## config.mk

```make
export PLATFORM = sky130hd
export DESIGN_NAME = vga_timing
export DESIGN_NICKNAME = d
export VERILOG_FILES = /design/src/rtl/vga_timing.sv
export SDC_FILE = /design/constraint.sdc
export NUM_CORES = 1
export LEC_CHECK = 0
export CORE_MARGIN = 2
export CORE_UTILIZATION = 53
export CTS_BUF_LIST = sky130_fd_sc_hd__clkbuf_4 sky130_fd_sc_hd__clkbuf_8
export CTS_CLUSTER_DIAMETER = 40
export CTS_CLUSTER_SIZE = 30
export DETAILED_ROUTE_END_ITERATION = 10
export GPL_TIMING_DRIVEN = 0
export PLACE_DENSITY = 0.9
export REMOVE_ABC_BUFFERS = 1
export SETUP_SLACK_MARGIN = 0.4
export SYNTH_ARGS = -nofsm -noshare
export SYNTH_HDL_FRONTEND = slang
export SYNTH_SLANG_ARGS = --single-unit
```

## constraint.sdc

```tcl
create_clock -name clk -period 3 [get_ports clk]
set_clock_uncertainty 0.2 [all_clocks]
set_input_delay 0.3 -clock clk [delete_from_list [all_inputs] [get_ports clk]]
set_output_delay 0.3 -clock clk [all_outputs]
set_load 0.01 [all_outputs]
```

## src/rtl/vga_timing.sv

```systemverilog
// vga_timing: 640x480 raster timing generator and pixel output stage.
// Produces the x/y/en coordinate stream for the sprite blocks. Samples their
// rgb result one pixel period later, blanks it outside the visible area and
// presents colour and sync pins aligned PIPE_DLY pixel periods behind x/y.

module vga_timing #(
    parameter int H_VISIBLE = 640,
    parameter int H_FP      = 16,
    parameter int H_SYNC    = 96,
    parameter int H_BP      = 48,
    parameter int V_VISIBLE = 480,
    parameter int V_FP      = 10,
    parameter int V_SYNC    = 2,
    parameter int V_BP      = 33,
    parameter int CLK_DIV   = 4,    // clk cycles per pixel, 2..16
    parameter int PIPE_DLY  = 2     // pixel periods from coordinate to colour/sync, 1..4
) (
    input  logic       clk,
    input  logic       rst_n,
    input  logic [7:0] rgb,
    output logic [9:0] x,
    output logic [9:0] y,
    output logic       en,
    output logic       frame_start,
    output logic       hsync,
    output logic       vsync,
    output logic [2:0] red,
    output logic [2:0] green,
    output logic [1:0] blue
);

    localparam int H_TOTAL = H_VISIBLE + H_FP + H_SYNC + H_BP;
    localparam int V_TOTAL = V_VISIBLE + V_FP + V_SYNC + V_BP;

    localparam logic [9:0] H_LAST       = 10'(H_TOTAL - 1);
    localparam logic [9:0] V_LAST       = 10'(V_TOTAL - 1);
    localparam logic [9:0] H_VIS_END    = 10'(H_VISIBLE);
    localparam logic [9:0] V_VIS_END    = 10'(V_VISIBLE);
    localparam logic [9:0] H_SYNC_START = 10'(H_VISIBLE + H_FP);
    localparam logic [9:0] H_SYNC_END   = 10'(H_VISIBLE + H_FP + H_SYNC);
    localparam logic [9:0] V_SYNC_START = 10'(V_VISIBLE + V_FP);
    localparam logic [9:0] V_SYNC_END   = 10'(V_VISIBLE + V_FP + V_SYNC);
    localparam logic [3:0] DIV_LAST     = 4'(CLK_DIV - 1);

    // The sprite returns colour one pixel period after the coordinate, so the
    // colour register sits at the stage after the first sync stage. With
    // PIPE_DLY=1 the sprite is assumed to answer within the same period.
    localparam int COL_DLY = (PIPE_DLY > 1) ? PIPE_DLY - 1 : 1;

    logic [3:0]          div_q,   div_d;
    logic                en_q,    en_d;
    logic                fs_q,    fs_d;
    logic [9:0]          x_q,     x_d;
    logic [9:0]          y_q,     y_d;
    logic [PIPE_DLY-1:0] hPipe_q, hPipe_d;
    logic [PIPE_DLY-1:0] vPipe_q, vPipe_d;
    logic                visD1_q, visD1_d;
    logic [7:0]          col_q [COL_DLY];
    logic [7:0]          col_d [COL_DLY];

    logic hRaw;
    logic vRaw;
    logic visRaw;
    logic visTap;

    // Raw sync and visibility decode for the pixel currently on x/y.
    always_comb begin
        hRaw   = !((x_q >= H_SYNC_START) && (x_q < H_SYNC_END));
        vRaw   = !((y_q >= V_SYNC_START) && (y_q < V_SYNC_END));
        visRaw = (x_q < H_VIS_END) && (y_q < V_VIS_END);
        visTap = (PIPE_DLY > 1) ? visD1_q : visRaw;
    end

    // Divider, strobe and raster counters; en is registered so it lines up with div==CLK_DIV-1.
    always_comb begin
        div_d = (div_q == DIV_LAST) ? 4'd0 : div_q + 4'd1;
        x_d   = x_q;
        y_d   = y_q;
        if (en_q) begin
            if (x_q == H_LAST) begin
                x_d = 10'd0;
                y_d = (y_q == V_LAST) ? 10'd0 : y_q + 10'd1;
            end else begin
                x_d = x_q + 10'd1;
            end
        end
        en_d = (div_d == DIV_LAST);
        fs_d = en_d && (x_d == 10'd0) && (y_d == 10'd0);
    end

    // Sync/visibility shift registers and the blanked colour register, stepped once per pixel.
    always_comb begin
        hPipe_d = hPipe_q;
        vPipe_d = vPipe_q;
        visD1_d = visD1_q;
        col_d   = col_q;
        if (en_q) begin
            hPipe_d[0] = hRaw;
            vPipe_d[0] = vRaw;
            for (int i = 1; i < PIPE_DLY; i++) begin
                hPipe_d[i] = hPipe_q[i-1];
                vPipe_d[i] = vPipe_q[i-1];
            end
            visD1_d  = visRaw;
            col_d[0] = visTap ? rgb : 8'h00;
            for (int i = 1; i < COL_DLY; i++) begin
                col_d[i] = col_q[i-1];
            end
        end
    end

    // State register; reset parks every pipe stage in its inactive state.
    always_ff @(posedge clk) begin
        if (!rst_n) begin
            div_q   <= 4'd0;
            en_q    <= 1'b0;
            fs_q    <= 1'b0;
            x_q     <= 10'd0;
            y_q     <= 10'd0;
            hPipe_q <= '1;
            vPipe_q <= '1;
            visD1_q <= 1'b0;
            for (int i = 0; i < COL_DLY; i++) begin
                col_q[i] <= 8'h00;
            end
        end else begin
            div_q   <= div_d;
            en_q    <= en_d;
            fs_q    <= fs_d;
            x_q     <= x_d;
            y_q     <= y_d;
            hPipe_q <= hPipe_d;
            vPipe_q <= vPipe_d;
            visD1_q <= visD1_d;
            col_q   <= col_d;
        end
    end

    assign x           = x_q;
    assign y           = y_q;
    assign en          = en_q;
    assign frame_start = fs_q;
    assign hsync       = hPipe_q[PIPE_DLY-1];
    assign vsync       = vPipe_q[PIPE_DLY-1];
    assign red         = col_q[COL_DLY-1][7:5];
    assign green       = col_q[COL_DLY-1][4:2];
    assign blue        = col_q[COL_DLY-1][1:0];

endmodule

```

## After elaboration in Yosys (flattened, before gate mapping)

Cells that the tools add are included.

- Flip-flop bits (word level): 39
- Output and inout bits: 32

- Magnitude comparators: 6
- Equality and inequality tests: 4
- Muxes and demuxes: 7
- Add/sub/neg operators: 3
- Reduce and logical (&&, ||, !) cells: 9

Operators by type and width:

| kind | count |
|---|---|
| 10-bit 2-to-1 mux | 5 |
| 10-bit by 1-bit adder with 10-bit output, second input constant | 2 |
| 10-bit equality test, second input constant | 2 |
| 10-bit logical NOT | 2 |
| 10-bit less-than comparator, second input constant | 2 |
| 10-bit by 9-bit less-than comparator with 1-bit output, second input constant | 2 |
| 10-bit >= comparator, second input constant | 1 |
| 10-bit by 9-bit >= comparator with 1-bit output, second input constant | 1 |
| 4-bit by 2-bit equality test with 1-bit output, second input constant | 2 |
| 8-bit 2-to-1 mux | 1 |
| 1-bit logical AND | 5 |
| 4-bit by 1-bit adder with 4-bit output, second input constant | 1 |
| 4-bit 2-to-1 mux | 1 |
| 1-bit logical NOT | 2 |

## Longest topological paths before layout

Gate-level depths: netlist of the first run.

- Depth in word-level cells: 6
- Gate-level depth with buffers: 8
- Gate-level depth less buffers: 8

## Least setup slack after synthesis of the first run

Ideal clock, no wire load.

- Path kind: reg-to-reg
- Start point: register x_q[0], in the netlist x[0]
- End point: register fs_q, in the netlist frame_start
- Arrival: 2.357 ns
- Setup slack: 0.339 ns
- Library setup time: 0.103 ns
- Stages on the path, launching flop included: 9
- Required time: 2.697 ns
- Clock period less this slack: 2.661 ns
- Cells stage by stage: dfxtp_1 -> ha_1 -> nand4_4 -> or4_1 -> buf_2 -> a21o_1 -> a22o_1 -> a311o_1 -> a2111oi_2

- Word-level cells in the longest chain between the ends: 6
- Elaborated cells between the ends (all ways): 10
- Those cells by class: add/sub: 1; eq/ne: 1; mux: 4; reduce/logical: 4

RTL lines:

| what | RTL line | RTL |
|---|---|---|
| start, declared | 53 | `logic [9:0] x_q, x_d;` |
| start signal, assigned | 118 | `x_q <= 10'd0;` |
| start signal, assigned | 130 | `x_q <= x_d;` |
| 10-bit by 1-bit adder with 10-bit output / 10-bit equality test (equally long branches) | 84, 80 |  |
| 10-bit 2-to-1 mux | 80 | `if (x_q == H_LAST) begin` |
| 10-bit 2-to-1 mux | 79 | `if (en_q) begin` |
| 10-bit logical NOT | 88 | `fs_d = en_d && (x_d == 10'd0) && (y_d == 10'd0);` |
| 1-bit logical AND | 88 |  |
| 1-bit logical AND * | 88 |  |
| end signal, assigned | 129 | `fs_q <= fs_d;` |
| end, declared | 52 | `logic fs_q, fs_d;` |

Every way passes the cells marked *; elsewhere a longest branch is shown, timed or not.
A chain may end at the register's enable or synchronous reset.

## Worst setup path in the final report of the first run

Ends and elaborated chain as after synthesis.

==> results of run 1 <==
power by group through the flow:
stage          combinational [mW]  clock (mW)  sequential (mW)
4_1_cts                    0.0578       0.440            0.540
5_1_grt                    0.0718       0.462            0.538
2_1_floorplan              0.0269           0            0.550
3_5_place_dp               0.0570           0            0.552
6_report                   0.0655       0.437            0.537
3_3_place_gp               0.0556           0            0.551
synthesized netlist by cell type (all sizes together) (2+ instances only):
library cell   n
nand2b         3
and2          10
or3            3
mux2i          3
a21boi         4
inv            8
buf            4
a22oi          3
nor2          20
a31oi          2
xor2           4
nand2         23
clkbuf        10
dfxtp         39
nand3          7
nor2b         22
ha             7
nand4b         2
a21oi         12
and3           3
nor3           9
nand4          7
xnor2         14
o21a           2
o21ai          9
stage by stage:
stage                     total power [mW]  hold WS (ns)  setup slack (ns)  instances  TNS, ns
after global placement              0.6066        0.2536           -0.3671        321  -0.3671
after global routing                 1.072        0.3197            0.3347        338        0
final                                1.039        0.2850            0.4860        338        0
after detailed placement            0.6090        0.2677           -0.4154        321  -0.4300
after CTS                            1.038        0.2900            0.4377        331        0
after floorplan                     0.5768        0.1619           0.02875        232        0
sequential cells by signal (all words and copies together), names as in the netlist:
register and cells:
x 10, col_q 8, frame_start 1, hPipe_q 2, y 10, div_q 4
en 1, vPipe_q 2, visD1_q 1
metal layers:
layer	vias to the layer above	routed length, um
li1	925	-
met1	885	2073
met2	89	2432
met3	9	334
met4	0	82
met5	-	0
final cells by class:
cell class | instances | area, um^2
clock buffers | 5 | 68.82
clock inverters | 3 | 43.79
fillers | 279 | 1007
inverters | 8 | 30.03
multi-input cells | 185 | 1201
flip-flops and latches | 39 | 793.3
well taps | 48 | 60.06
repair buffers | 50 | 484.2
cell families after synthesis:
kind of cell               after synthesis  synth area share
AOI/OAI and AO/OA                       41            0.1322
xor gates and xnor gates                18           0.07678
adders and majority gates                7           0.04265
buffers and inverters                   22           0.04692
DFF                                     39            0.3803
muxes                                    3           0.01463
and+or+nand+nor                        116            0.3065
cells in the final DEF, fill, tap and decap left out, drive strengths merged, types with 8 or more instances in the layout:
| cell type | netlist | final |
|---|---|---|
| clkdlybuf4s50 | 0 | 41 |
| dfxtp | 39 | 39 |
| nand2 | 23 | 23 |
| nor2b | 22 | 22 |
| nor2 | 20 | 20 |
| xnor2 | 14 | 14 |
| a21oi | 12 | 12 |
| and2 | 10 | 10 |
| nor3 | 9 | 9 |
| o21ai | 9 | 9 |
| inv | 8 | 8 |
| buf | 4 | 8 |
path summary, 6_finish.rpt:
kind                            slack, ns     endpoint  cells after the start
worst max register to register       0.49  frame_start                      7
worst min register to register       0.29   vPipe_q[1]                      2
worst min-delay path                 0.29   vPipe_q[1]                      2
worst max-delay path                 0.49  frame_start                      7
what timing repair did:
item / 4_1_cts / 5_1_grt
endpoints found under the hold margin: 0 / 0
pin swaps: 1 / 1
setup endpoints to repair: 18 / 1
setup buffers: 2 / 7
hold buffers: 0 / 0
resized for setup: 7 / 5
cloned: 0 / 0
critical path: cells and delay by family (launching register included):
family | cells | cell delay (ns)
compound gates | 4 | 0.93
fa+ha+maj | 1 | 0.17
flops | 1 | 0.39
simple gates | 2 | 0.72
==> reports/qor.csv, run 1 <==
stage,metric,value,unit
floorplanning,I/O Pins,42,
hold_path,Hold Startpoint,vPipe_q[0],
yosys,Area contributors post-synth,"dfxtp_1 38%, nor2b_1 6.7%, xnor2_1 6.0%",
power_and_ir_drop,Clk pwr share,0.420,
yosys,Synth Cell Area,0.002053,mm^2
clock_network,CTS Root Cell,clkbuf_8,
placed_design,post-DP HPWL,3009,um
cells_and_area,final core occ,0.7269,
placed_design,gpl congestion,0.8560,
global_route,vias in the first global route,1670,
global_route,grt met2 use,0.3813,
global_route,largest net degree at the start of global routing,33,
timing,Final min period,2.514,ns
power_and_ir_drop,Net Sw Power,0.2304,mW
drt,first-pass detailed-route iteration total,4,
drt,Vias/cell,5.645,
worst_setup_path,CP endpoint kind,flop,
cells_and_area,Final #Nets,306,
yosys,Yosys top cell area share,0.3803,
power_and_ir_drop,sequential power share,0.517,
timing,max-slew violations,0,
timing,Final Hold Violating Endpoints,0,
power_and_ir_drop,total power per unit cell area,387.5,mW/mm^2
yosys,"Distinct cells, synth",46,
worst_setup_path,Critical Path AT,2.51,ns
worst_setup_path,"slowest stage cell, crit path",or4_4,
yosys,predominant post-synthesis flop cell,dfxtp_1,
drt,DR vias,1908,
global_route,met3 usage,0.03578,
worst_setup_path,crit start category,flop,
status,outcome,"finished, final reports clean",
drt,drt total wl,4923,um
yosys,Gate Count Post-Synth,246,
floorplanning,row cnt,22,
cells_and_area,n_diodes,0,
drt,DRC viols,0,
power_and_ir_drop,Comb pwr share,0.063,
global_route,global route total overflow,0,
cells_and_area,Layout area overhead,30.59,%
worst_setup_path,Setup CP Type,flop to flop,
drt,post-route ant nets,0,
yosys,Post-synth EDFFs,0,
hold_path,Hold Crit Class,flop to flop,
power_and_ir_drop,leakage,0.9762,nW
worst_setup_path,CP peak stage delay,0.57,ns
timing,# setup viols final,0,
timing,worst-margin pin slew,0.9735,ns
timing,Final period util,0.8380,
clock_network,number of H-tree levels,2,
worst_setup_path,CP Cell Sequence,ha_4 > nand4_4 > or4_4 > a21o_1 > a22o_1 > a311o_1 > a2111oi_2,
drt,wire length per cell,14.57,um
global_route,Global Route Usage Sum,0.2230,
yosys,"Seq/Total Area, Yosys",0.3803,
clock_network,CTS tree,yes,
yosys,fraction of registers with async set/reset,0,
placed_design,placed instance area,0.002457,mm^2
global_route,initial antenna violation count,0,
yosys,Syn. warnings,0,
worst_setup_path,CP startpoint,x[0],
power_and_ir_drop,peak supply drop,0.2749,mV
flow_run,max-cap violations,0,
power_and_ir_drop,Int Power,0.8085,mW
worst_setup_path,FF-to-FF Start,x[0],
floorplanning,Initial Utilization,0.5566,
timing,fmax,397.8,MHz
cells_and_area,share of layout cells above drive strength 1,0.09655,
clock_network,"Reg clk slew, reported paths",0.07,ns
global_route,global routing's busiest layer,met2,
power_and_ir_drop,switching share of power,0.2218,
timing,Rel. slew slack,0.3490,
placed_design,PortBufs,41,
drt,DRT iter0 DRCs,199,
yosys,mean post-synth cell area,8.346,um^2
floorplanning,Die Width,66.24,um
clock_network,clock tree buffer depth,2,
yosys,biggest area consumer among synthesized cells,dfxtp_1,
worst_setup_path,WP data required,3.00,ns
clock_network,clock insertion delay at the later pin of the skew report,0.30,ns
cells_and_area,"Design Area, Final",0.002681,mm^2
yosys,Synth Register Bits,39,
clock_network,TritonCTS sink count,39,
worst_setup_path,crit path max fanout,6,
clock_network,CTS buffer count,5,
floorplanning,Die Y,66.24,um
global_route,first-pass GRT wire length,7562,um
floorplanning,total core area,0.003689,mm^2
floorplanning,Die Area,0.004388,mm^2
global_route,GRT met1 Usage,0.2805,
timing,RSZ-0062 raised after global routing,yes,
No activity file was read; power rests on OpenSTA's default activity.
==> run 2, diff against run 1 <==
--- a/config.mk
+++ b/config.mk
@@ -6,13 +6,13 @@
 export NUM_CORES = 1
 export LEC_CHECK = 0
 export CORE_MARGIN = 2
-export CORE_UTILIZATION = 53
+export CORE_UTILIZATION = 48
 export CTS_BUF_LIST = sky130_fd_sc_hd__clkbuf_4 sky130_fd_sc_hd__clkbuf_8
 export CTS_CLUSTER_DIAMETER = 40
 export CTS_CLUSTER_SIZE = 30
 export DETAILED_ROUTE_END_ITERATION = 10
 export GPL_TIMING_DRIVEN = 0
-export PLACE_DENSITY = 0.9
+export PLACE_DENSITY = 0.86
 export REMOVE_ABC_BUFFERS = 1
 export SETUP_SLACK_MARGIN = 0.4
 export SYNTH_ARGS = -nofsm -noshare
==> constraint.sdc (replaced) <==
create_clock -name clk -period 2.2 [get_ports clk]
set_clock_uncertainty 0.2 [all_clocks]
set_input_delay 0.22 -clock clk [delete_from_list [all_inputs] [get_ports clk]]
set_output_delay 0.22 -clock clk [all_outputs]
set_load 0.01 [all_outputs]
==> reports/qor.csv, run 2 (synthesis gave the netlist of run 1 again) <==
stage,metric,value,unit
cells_and_area,n_diodes,0,
worst_setup_path,WP data required,2.20,ns
timing,Final Hold Violating Endpoints,0,
clock_network,TritonCTS sink count,39,
floorplanning,total core area,0.004058,mm^2
timing,Rel. slew slack,0.2503,
worst_setup_path,CP Cell Sequence,nand4b_1 > or4_4 > a21o_1 > a22o_1 > a311o_1 > a2111oi_2,
timing,Final min period,2.407,ns
drt,DRC viols,0,
worst_setup_path,CP endpoint kind,flop,
timing,max-slew violations,0,
cells_and_area,Storage cell area,825.8,um^2
drt,DR vias,1979,
drt,first-pass detailed-route iteration total,5,
worst_setup_path,"slowest stage cell, crit path",or4_4,
power_and_ir_drop,total power per unit cell area,457.4,mW/mm^2
power_and_ir_drop,leakage,1.103,nW
drt,wire length per cell,15.43,um
timing,Final period util,1.094,
timing,fmax,415.5,MHz
global_route,Global Route Usage Sum,0.2220,
timing,worst-margin pin slew,1.125,ns
worst_setup_path,Setup CP Type,flop to flop,
floorplanning,Die Width,69.40,um
flow_run,max-cap violations,0,
floorplanning,Initial Utilization,0.5060,
clock_network,hold buffer count at cts,0,
power_and_ir_drop,peak supply drop,0.3005,mV
power_and_ir_drop,Final Power,1.311,mW
status,outcome,"complete, but fails checks",
clock_network,clock tree buffer depth,2,
clock_network,clock insertion delay at the later pin of the skew report,0.30,ns
cells_and_area,Post-Layout Cell Count,353,
global_route,first-pass GRT wire length,8756,um
timing,Setup TNS,-0.2069,ns
placed_design,gpl congestion,0.9380,
drt,Vias/cell,5.606,
cells_and_area,most frequent cells in the layout,"38 x clkdlybuf4s50_1, 23 x dfxtp_1, 22 x nor2b_1, 22 x nand2_1, 20 x nor2_1",
placed_design,PortBufs,41,
cells_and_area,"Design Area, Final",0.002867,mm^2
hold_path,Hold Crit Class,flop to flop,
placed_design,Placed Cells,323,
cells_and_area,Layout area overhead,39.61,%
global_route,vias in the first global route,1858,
floorplanning,Die Y,69.40,um
cells_and_area,multi-input logic area,0.001266,mm^2
cells_and_area,share of layout cells above drive strength 1,0.2046,
clock_network,CTS tree,yes,
drt,drt total wl,5446,um
worst_setup_path,CP peak stage delay,0.55,ns
clock_network,CTS Root Cell,clkbuf_8,
cells_and_area,"commonest non-fill, non-tap cell in the layout",clkdlybuf4s50_1,
worst_setup_path,crit path max fanout,5,
floorplanning,I/O Pins,42,
global_route,initial antenna violation count,0,
cells_and_area,Final #Nets,319,
placed_design,Setup WS pre-CTS,-1.183,ns
cells_and_area,Fill cells,302,
cells_and_area,final core occ,0.7064,
global_route,largest net degree at the start of global routing,33,
timing,# setup viols final,1,
drt,DRT iter0 DRCs,209,
worst_setup_path,crit start category,flop,
worst_setup_path,Critical Path AT,2.40,ns
status,failing checks,negative setup slack,
clock_network,CTS buffer count,5,
placed_design,placed instance area,0.002460,mm^2
global_route,global route total overflow,0,
timing,PnR worst setup slack,-0.2069,ns
drt,post-route ant nets,0,
timing,RSZ-0062 raised after global routing,yes,
placed_design,post-DP HPWL,3042,um
clock_network,"Reg clk slew, reported paths",0.08,ns
clock_network,number of H-tree levels,2,
floorplanning,row cnt,23,
floorplanning,Die Area,0.004816,mm^2
timing,final hold slack,0.2823,ns
-- run 2: cell types whose count changed in the layout (fill, tap and decap cells not counted), moves of 5 or more --
cell     change
dfxtp_4      +7
buf_4       +11
dfxtp_2      +5
dfxtp_1     -12
-- run 2: final timing paths --
check        slack, ns          end  cells past startpoint        from
min               0.28   vPipe_q[1]                      2  vPipe_q[1]
min reg2reg       0.28   vPipe_q[1]                      2  vPipe_q[1]
max              -0.21  frame_start                      6        x[5]
max reg2reg      -0.21  frame_start                      6        x[5]
-- run 2: critical path: cells and delay by family, from the launching register on --
kind / cells / cell delay [ns]
AOI/OAI and AO/OA: 4 / 1.00
DFF: 1 / 0.34
and+or+nand+nor: 2 / 0.77
-- run 2: where the power goes --
| part | total [mW] | switching (mW) | internal (mW) |
|---|---|---|---|
| Sequential | 0.720 | 0.0148 | 0.706 |
| Combinational | 0.0915 | 0.0417 | 0.0497 |
| Clock | 0.499 | 0.265 | 0.234 |
-- run 2: area by class of cell --
type	instances	share of cell area
multi-input cells	185	0.4417
flip-flops and latches	39	0.2881
repair buffers	63	0.2060
clock buffers	6	0.02663
well taps	50	0.02182
inverters	8	0.01135
clock inverters	2	0.004365
-- run 2: timing repair --
item                       CTS  global route
gates resized for setup     30            28
buffers inserted            13             9
pin swaps                    4             6
setup endpoints to repair   34            25
-- run 2: routing by layer --
| layer | up-vias | GRT usage | share of wire |
|---|---|---|---|
| met5 | - | 0 | 0 |
| met4 | 0 | 0.08279 | 0.019 |
| met3 | 14 | 0.04942 | 0.059 |
| met2 | 75 | 0.3547 | 0.51 |
| met1 | 937 | 0.2927 | 0.41 |
| li1 | 953 | - | - |
